===== config.mk =====
export PLATFORM = sky130hd
export DESIGN_NAME = joy_db15_resp_flat
export DESIGN_NICKNAME = d
export VERILOG_FILES = /design/src/rtl/joy_db15_pkg.sv /design/src/rtl/joy_db15_resp_if.sv /design/src/rtl/sync_edge.sv /design/src/rtl/joy_db15_resp.sv /design/src/flat_wrapper.sv
export SDC_FILE = /design/constraint.sdc
export NUM_CORES = 1
export LEC_CHECK = 0
export BUFFER_PORTS_ARGS = -buffer_cell sky130_fd_sc_hd__clkbuf_2
export CAP_MARGIN = 20
export CORE_UTILIZATION = 35
export DETAILED_ROUTE_END_ITERATION = 16
export MAX_ROUTING_LAYER = met4
export PLACE_DENSITY = 0.54
export SETUP_SLACK_MARGIN = 0.1
export SLEW_MARGIN = 30
export SYNTH_ARGS = -nofsm -noshare
export SYNTH_HDL_FRONTEND = slang
export SYNTH_HIERARCHICAL = 1
export SYNTH_SLANG_ARGS = --single-unit

===== constraint.sdc =====
create_clock -name clk -period 2.7 [get_ports clk]
set_input_delay 0.54 -clock clk [delete_from_list [all_inputs] [get_ports clk]]
set_output_delay 0.54 -clock clk [all_outputs]
set_load 0.01 [all_outputs]

===== src/rtl/joy_db15_pkg.sv =====
// Shared definitions for the DB15 serial joystick link (responder and reader side).
package joy_db15_pkg;

   typedef enum logic [1:0] {IDLE, LOAD, SHIFT} state_t;

   localparam int WORD_BITS_DEF = 16;
   localparam int FRAME_BITS    = 2 * WORD_BITS_DEF;

   // Button bit positions in a player word, map LS FEDCBAUDLR (bit 0 = R)
   localparam int BTN_RIGHT = 0;
   localparam int BTN_LEFT  = 1;
   localparam int BTN_DOWN  = 2;
   localparam int BTN_UP    = 3;
   localparam int BTN_A     = 4;
   localparam int BTN_B     = 5;
   localparam int BTN_C     = 6;
   localparam int BTN_D     = 7;
   localparam int BTN_E     = 8;
   localparam int BTN_F     = 9;
   localparam int BTN_START = 10;
   localparam int BTN_L     = 11;

   function automatic int frame_bits(input int word_bits);
      return 2 * word_bits;
   endfunction

endpackage


===== src/rtl/joy_db15_resp_if.sv =====
// DB15 serial link pins: host drives shift clock and load, responder drives data.
interface joy_db15_resp_if;
   logic joy_clk;
   logic joy_load;
   logic joy_data;

   modport master (output joy_clk, output joy_load, input joy_data);
   modport slave  (input joy_clk, input joy_load, output joy_data);
endinterface


===== src/rtl/sync_edge.sv =====
// Multi-stage synchroniser for an async pin plus registered rise/fall detect.
module sync_edge #(
   parameter int STAGES = 2
) (
   input  logic clk,
   input  logic reset,
   input  logic async_sig,
   output logic rise,
   output logic fall
);

   logic [STAGES-1:0] sync;
   logic              prev;

   // Reset to 1 so a pin idling high does not produce an edge after reset.
   always_ff @(posedge clk) begin
      if (reset) begin
         sync <= '1;
         prev <= 1'b1;
         rise <= 1'b0;
         fall <= 1'b0;
      end else begin
         sync <= {sync[STAGES-2:0], async_sig};
         prev <= sync[STAGES-1];
         rise <= sync[STAGES-1] & ~prev;
         fall <= ~sync[STAGES-1] & prev;
      end
   end

endmodule


===== src/rtl/joy_db15_resp.sv =====
// DB15 joystick responder: emulates the adapter's '165 chain, two player words
// snapshotted on joy_load low and shifted out MSB first on joy_clk rising edges.
//
// state | meaning
// IDLE  | no frame active, joy_data held at 1
// LOAD  | joy_load low, sr transparently tracks inverted button words
// SHIFT | frame active, one bit per host clock edge, watchdog running
module joy_db15_resp
   import joy_db15_pkg::*;
#(
   parameter int WORD_BITS   = 16,
   parameter int SYNC_STAGES = 2,
   parameter int TIMEOUT     = 4096
) (
   input  logic                 clk,
   input  logic                 reset,
   input  logic [WORD_BITS-1:0] joystick1,
   input  logic [WORD_BITS-1:0] joystick2,
   joy_db15_resp_if.slave       link,
   output logic                 busy,
   output logic                 frame_done,
   output logic                 frame_error
);

   localparam int FRAME = frame_bits(WORD_BITS);
   localparam int CNT_W = $clog2(FRAME);
   localparam int WD_W  = $clog2(TIMEOUT);
   localparam logic [CNT_W-1:0] CNT_LAST = CNT_W'(FRAME - 1);
   localparam logic [WD_W-1:0]  WD_LAST  = WD_W'(TIMEOUT - 1);

   state_t           state, state_n;
   logic [FRAME-1:0] sr, sr_n;
   logic [CNT_W-1:0] cnt, cnt_n;
   logic [WD_W-1:0]  wd, wd_n;

   logic clk_rise, clk_fall_unused;
   logic load_rise, load_fall;

   sync_edge #(.STAGES(SYNC_STAGES)) u_sync_clk (
      .clk       (clk),
      .reset     (reset),
      .async_sig (link.joy_clk),
      .rise      (clk_rise),
      .fall      (clk_fall_unused)
   );

   sync_edge #(.STAGES(SYNC_STAGES)) u_sync_load (
      .clk       (clk),
      .reset     (reset),
      .async_sig (link.joy_load),
      .rise      (load_rise),
      .fall      (load_fall)
   );

   always_ff @(posedge clk) begin
      if (reset) begin
         state <= IDLE;
         sr    <= '1;
         cnt   <= '0;
         wd    <= '0;
      end else begin
         state <= state_n;
         sr    <= sr_n;
         cnt   <= cnt_n;
         wd    <= wd_n;
      end
   end

   always_comb begin
      state_n     = state;
      sr_n        = sr;
      cnt_n       = cnt;
      wd_n        = wd;
      frame_done  = 1'b0;
      frame_error = 1'b0;
      unique case (state)
         IDLE: begin
            if (load_fall) state_n = LOAD;
         end
         LOAD: begin
            if (load_rise) begin
               state_n = SHIFT;
               cnt_n   = '0;
               wd_n    = '0;
            end else begin
               sr_n = {~joystick1, ~joystick2};
            end
         end
         SHIFT: begin
            // A reload beats a coincident shift edge; that edge is dropped.
            if (load_fall) begin
               frame_error = 1'b1;
               state_n     = LOAD;
            end else if (clk_rise) begin
               sr_n = {sr[FRAME-2:0], 1'b1};
               wd_n = '0;
               if (cnt == CNT_LAST) begin
                  frame_done = 1'b1;
                  state_n    = IDLE;
               end else begin
                  cnt_n = cnt + CNT_W'(1);
               end
            end else if (wd == WD_LAST) begin
               frame_error = 1'b1;
               state_n     = IDLE;
            end else begin
               wd_n = wd + WD_W'(1);
            end
         end
         default: state_n = IDLE;
      endcase
   end

   assign link.joy_data = (state == IDLE) ? 1'b1 : sr[FRAME-1];
   assign busy          = (state != IDLE);

endmodule

===== src/flat_wrapper.sv =====
// flat-port wrapper written by rule: the top's interface ports become plain ports
module joy_db15_resp_flat import joy_db15_pkg::*;
#(
   parameter int WORD_BITS   = 16,
   parameter int SYNC_STAGES = 2,
   parameter int TIMEOUT     = 4096
)
  (clk, reset, joystick1, joystick2, busy, frame_done, frame_error, link_joy_clk, link_joy_load, link_joy_data);
  joy_db15_resp_if link_i ();
  input  logic clk;
  input  logic reset;
  input  logic [WORD_BITS-1:0] joystick1;
  input  logic [WORD_BITS-1:0] joystick2;
  output logic busy;
  output logic frame_done;
  output logic frame_error;
  input wire logic [$bits(link_i.joy_clk)-1:0] link_joy_clk;
  input wire logic [$bits(link_i.joy_load)-1:0] link_joy_load;
  output wire logic [$bits(link_i.joy_data)-1:0] link_joy_data;
  assign link_i.joy_clk = link_joy_clk;
  assign link_i.joy_load = link_joy_load;
  assign link_joy_data = link_i.joy_data;
  joy_db15_resp #(.WORD_BITS(WORD_BITS), .SYNC_STAGES(SYNC_STAGES), .TIMEOUT(TIMEOUT)) u_core (.clk(clk), .reset(reset), .joystick1(joystick1), .joystick2(joystick2), .link(link_i), .busy(busy), .frame_done(frame_done), .frame_error(frame_error));
endmodule

==> flow_metrics.tcl, run 1 <==
set metrics [dict create \
    syn-instance-count 298 \
    yosys_warnings 6 \
    r2r_cells 4 \
    routed.top_layer "met4" \
    clock_sinks 60 \
    r2r_slack_ps 720 \
    worstSetupEndpoint "frame_error" \
    hold_class "register to register" \
    clk_pin_slew_worst_paths_ps 70 \
    fin_skew_ps 8.851 \
    crit_path_end_kind "output pin" \
    holdCritStartpoint "u_core/u_sync_clk/prev" \
    die_w_um 89.57 \
    drt-met1-wl_um 2934 \
    numCtsBuffers 9 \
    cpMaxStageDelayCell "dfxtp_1" \
    dieArea_mm2 0.008022 \
    syn-cell-area_mm2 0.002684 \
    drv_cap 0 \
    grt_start_max_net_pins 64 \
    core-area_mm2 0.007331 \
    overflow 0 \
    ios 40 \
    rows 31 \
    finalNetCount 371 \
    path_class "register to output pin" \
    rr_startpoint "u_core/state[1]" \
    cts-root-buf "clkbuf_8" \
    min_period_ps 2258 \
    drv_slew 0 \
    start_util_pct 36.61 \
    grt_pass1_vias 1891 \
    regArea_mm2 0.001201 \
    postCtsResizedCells 0 \
    wl_um 5551 \
    antenna_found_initial 0 \
    leakage_nw 1.117 \
    synth_nets 337 \
    cts_tree "yes" \
    place_hpwl_um 3647 \
    fp.dieH_um 89.57 \
    layout-drive-gt1-share_pct 19.64 \
    tns_ps 0 \
    antenna_left 0 \
    whs_ps 379.0 \
    clk_latency_ps 340 \
    setup.worst_path.start "u_core/wd[0]" \
    met3_length_um 142 \
    wl_per_cell_um 12.76 \
    diodes 0 \
    powerDensity_mw_per_mm2 581.6 \
    cts_hold_buf 0 \
    status "completed" \
    htree_num_levels 3 \
    drtIter0Drc 89 \
    fin_util_pct 43.66 \
    hold_viol_final 0 \
    worstPathCellList "ha_1 > nand3_1 > nor3_1 > a21oi_1 > nor2_1 > clkbuf_2" \
    clk_path_buf_depth 2 \
    reg2reg_to "u_core/wd[7]" \
    dr_wl_met2_um 2347 \
    first_pass_iters 4 \
    post-route-period-util_pct 83.64 \
    io_buffers 39 \
    vias 2290 \
    worstMarginPinSlew_ps 652.8 \
    ir_drop_mv 0.3177 \
    required_ps 2160 \
    crit_path_start_kind "register" \
    cp_max_fo 5 \
    setup-violations-final 0 \
    slowest_delay_ps 400 \
    placed_cell_area_mm2 0.003000 \
    hold_path_depth 1 \
    vias_per_cell 5.264 \
    areaGrowthSynthToFinish_pct 19.25 \
    grt.total_usage_pct 15.69 \
    grt_pass1_wl_um 9101 \
    cp.arrival_ps 1720 \
    drc 0 \
    fmaxAchievable_mhz 442.8 \
    num-fill-cells 765 \
    fin_area_mm2 0.003201 \
    slew_headroom_pct 56.43 \
    avgSynthCellArea_um2 9.006 \
    rsz0062_at_grt "false" \
    multi_input_area_mm2 0.001388 \
    place.gp.congestion 0.8409 \
    postCtsSetupBuffers 0 \
]
## cell usage in the layout (no fill, tap or decap), drive strengths merged, types with 4 or more instances in the layout
master and instances:
mux2i 4, clkbuf 50, nand2b 5, o21ai 4
o31ai 7, or4 7, or2 9, buf 6
nor2 46, nor3b 5, dfxtp 60, nand3 5
a211o 31, a211oi 33, a21oi 14, nand2 6
inv 6
## stage by stage
step | cells | power [W] | worst slack, ps
6_report | 435 | 0.001861 | 441.7
5_1_grt | 435 | 0.001948 | 312.8
4_1_cts | 435 | 0.001893 | 432.2
3_5_place_dp | 420 | 0.001069 | 693.7
3_3_place_gp | 420 | 0.001067 | 705.6
2_1_floorplan | 298 | 0.001018 | 861.4
## worst min path at each step
stage	to	slack, ps
final	u_core/u_sync_clk/rise	380
after global routing	u_core/u_sync_clk/sync[0]	380
after CTS	u_core/u_sync_clk/sync[0]	370
after detailed placement	u_core/u_sync_clk/rise	380
after global placement	u_core/u_sync_clk/rise	380
after floorplan	u_core/u_sync_clk/rise	370
## critical path, delay by kind of cell, from the launching register on
family | cells | cell delay [ps]
flip-flops | 1 | 400
AND/OR/NAND/NOR | 3 | 510
buffers and inverters | 1 | 160
adder cells (fa/ha/maj) | 1 | 220
AO/OA/AOI/OAI | 1 | 90
## where the power goes
part           internal (W)  total (W)  switching [W]
Clock              0.000470   0.000814       0.000344
Sequential         0.000913   0.000929      0.0000163
Combinational     0.0000568   0.000119      0.0000620
## registers in the layout, summed over array words and instances, names as in the netlist
register and cells:
u_core/sr 32, u_core/wd 12, u_core/cnt 5, u_core/state 2, u_core/u_sync_clk/sync 2, u_core/u_sync_load/sync 2
u_core/u_sync_clk/prev 1, u_core/u_sync_clk/rise 1, u_core/u_sync_load/fall 1, u_core/u_sync_load/prev 1, u_core/u_sync_load/rise 1
## per-layer routing
metal	vias up	global-route usage (%)
met5	-	-
met4	0	9.091
met3	10	3.601
met2	29	21.21
met1	1061	21.16
li1	1190	-
## cell type report
| type | count | area share, % |
|---|---|---|
| well taps | 99 | 3.870 |
| clock buffers | 11 | 4.730 |
| inverters | 6 | 0.7037 |
| flip-flops and latches | 60 | 37.53 |
| multi-input cells | 210 | 43.35 |
| clock inverters | 4 | 1.525 |
| repair buffers | 45 | 8.288 |
No activity file was read; power rests on OpenSTA's default activity.
==> run 2: changes to the inputs <==
- PLACE_DENSITY: 0.54 -> 0.56
- clock period: 2.7 -> 2 ns (I/O delays scaled with it)
==> flow_metrics.tcl, run 2 (synthesis gave the netlist of run 1 again) <==
set metrics [dict create \
    status "completed" \
    p_switching_w 0.0005663 \
    fin_skew_ps 7.441 \
    cts-root-buf "clkbuf_8" \
    p_int_w 0.002040 \
    leakage_nw 1.148 \
    ir_drop_mv 0.3501 \
    layout-drive-gt1-share_pct 25.07 \
    pre_cts_ws_ps 145.0 \
    cts_hold_buf 0 \
    place_hpwl_um 3735 \
    stdcell_count 442 \
    wl_um 5802 \
    wl_per_cell_um 13.13 \
    combPwrFrac_pct 6.3 \
    required_ps 1600 \
    vias 2321 \
    mostFrequentLayoutCells "dfxtp_1 (52), nor2_1 (46), clkbuf_2 (37)" \
    clk_path_buf_depth 2 \
    regMostFlops "u_core/sr" \
    hold_viol_final 0 \
    drv_slew 0 \
    largest_reg_flops 32 \
    p_clk_share_pct 45.6 \
    core-area_mm2 0.007331 \
    die_w_um 89.57 \
    vias_per_cell 5.251 \
    worstPathCellList "ha_2 > and3_1 > ha_2 > and3_1 > buf_2" \
    worst_slack_ps 133.6 \
    clk_pin_slew_worst_paths_ps 60 \
    drv_cap 0 \
    diodes 0 \
    switching_share_pct 21.73 \
    num-fill-cells 733 \
    slew_headroom_pct 70.23 \
    fmaxAchievable_mhz 535.8 \
    worstMarginPinSlew_ps 446.5 \
    post-route-period-util_pct 93.32 \
    htree_num_levels 3 \
    areaGrowthSynthToFinish_pct 23.26 \
    grt_pass1_wl_um 9370 \
    crit_path_end_kind "output pin" \
    cts_tree "yes" \
    setup-violations-final 0 \
    path_buf_inv 1 \
    totalPowerFinal_w 0.002606 \
    fp.dieH_um 89.57 \
    grt.total_usage_pct 15.61 \
    ios 40 \
    crit_family "adder cells" \
    cp_max_fo 3 \
    io_buffers 39 \
    hold_class "primary input to register" \
    min_period_ps 1866 \
    grt_start_max_net_pins 64 \
    rows 31 \
    dieArea_mm2 0.008022 \
    slowest_delay_ps 320 \
    antenna_left 0 \
    path_class "register to output pin" \
    tns_ps 0 \
    drc 0 \
    place.gp.congestion 0.8434 \
    grt_pass1_vias 2126 \
    overflow 0 \
    placed_cells 423 \
    cpMaxStageDelayCell "dfxtp_2" \
    cp.arrival_ps 1470 \
    seqPwrFrac_pct 48.1 \
    powerDensity_mw_per_mm2 787.8 \
    rsz0062_at_grt "true" \
    final_common_cell "dfxtp_1" \
    reg_top3 "u_core/sr x32, u_core/wd x12, u_core/cnt x5" \
    clk_latency_ps 330 \
    numCtsBuffers 9 \
    drtIter0Drc 134 \
    clock_sinks 60 \
    antenna_found_initial 0 \
    start_util_pct 36.61 \
    crit_path_start_kind "register" \
    finalNetCount 377 \
    first_pass_iters 4 \
]
[run 2: changes by cell type in the layout (fill, tap and decap cells not counted), sizes merged]
cell and change:
clkbuf -2, buf +8, bufinv +1
[run 2: worst reg2reg max path, stage by stage (launching register included)]
cell      delay [ps]
dfxtp_1          400
or4b_1           590
a31oi_1          330
nor2_1           100
a211oi_1         240
[run 2: layout make-up]
type | count | area [µm²] | area share (%)
clock buffers | 11 | 141.4 | 4.274
clock inverters | 5 | 75.07 | 2.269
inverters | 6 | 22.52 | 0.6808
multi-input cells | 210 | 1431 | 43.27
flip-flops and latches | 60 | 1216 | 36.76
well taps | 99 | 123.9 | 3.744
repair buffers | 51 | 297.8 | 9.002
[run 2: path summary, 6_finish.rpt]
kind / startpoint / end / slack, ps / cells after the start
setup / recovery: u_core/cnt[0] / frame_done / 130 / 5
hold / removal: link_joy_clk / u_core/u_sync_clk/sync[0] / 250 / 2
setup reg to reg: u_core/u_sync_clk/rise / u_core/wd[0] / 240 / 4
hold reg to reg: u_core/u_sync_clk/prev / u_core/u_sync_clk/rise / 390 / 1
[run 2: power groups by stage]
stage / clock [W] / combinational [W] / sequential [W]
6_report: 0.00119 / 0.000164 / 0.00125
5_1_grt: 0.00128 / 0.000184 / 0.00126
4_1_cts: 0.00123 / 0.000166 / 0.00125
3_5_place_dp: 0 / 0.000163 / 0.00128
3_3_place_gp: 0 / 0.000161 / 0.00128
2_1_floorplan: 0 / 0.000100 / 0.00127
[run 2: what timing repair did]
action	in CTS	in global routing
resized for setup	12	9
buffers inserted	2	1
endpoints found under the setup margin	2	3
pin swaps	3	1
[run 2: stage by stage]
| step | hold slack [ps] | cell area (µm²) | util, % |
|---|---|---|---|
| after floorplan | 371.4 | 2684 | - |
| final | 247.7 | 3308 | 45.13 |
| after detailed placement | 380.4 | 3008 | 41.03 |
| after CTS | 233.9 | 3279 | 44.73 |
| after global placement | 378.3 | 3008 | 41.03 |
| after global routing | 242.1 | 3308 | 45.13 |
[run 2: per-layer routing]
metal	track usage [%]	part of all wire, %	vias up	wire length [µm]
met2	24.86	47	43	2704
li1	-	-	1203	-
met5	-	0	-	0
met3	3.139	3.1	7	177
met1	18.94	49	1068	2829
met4	7.215	1.6	0	91
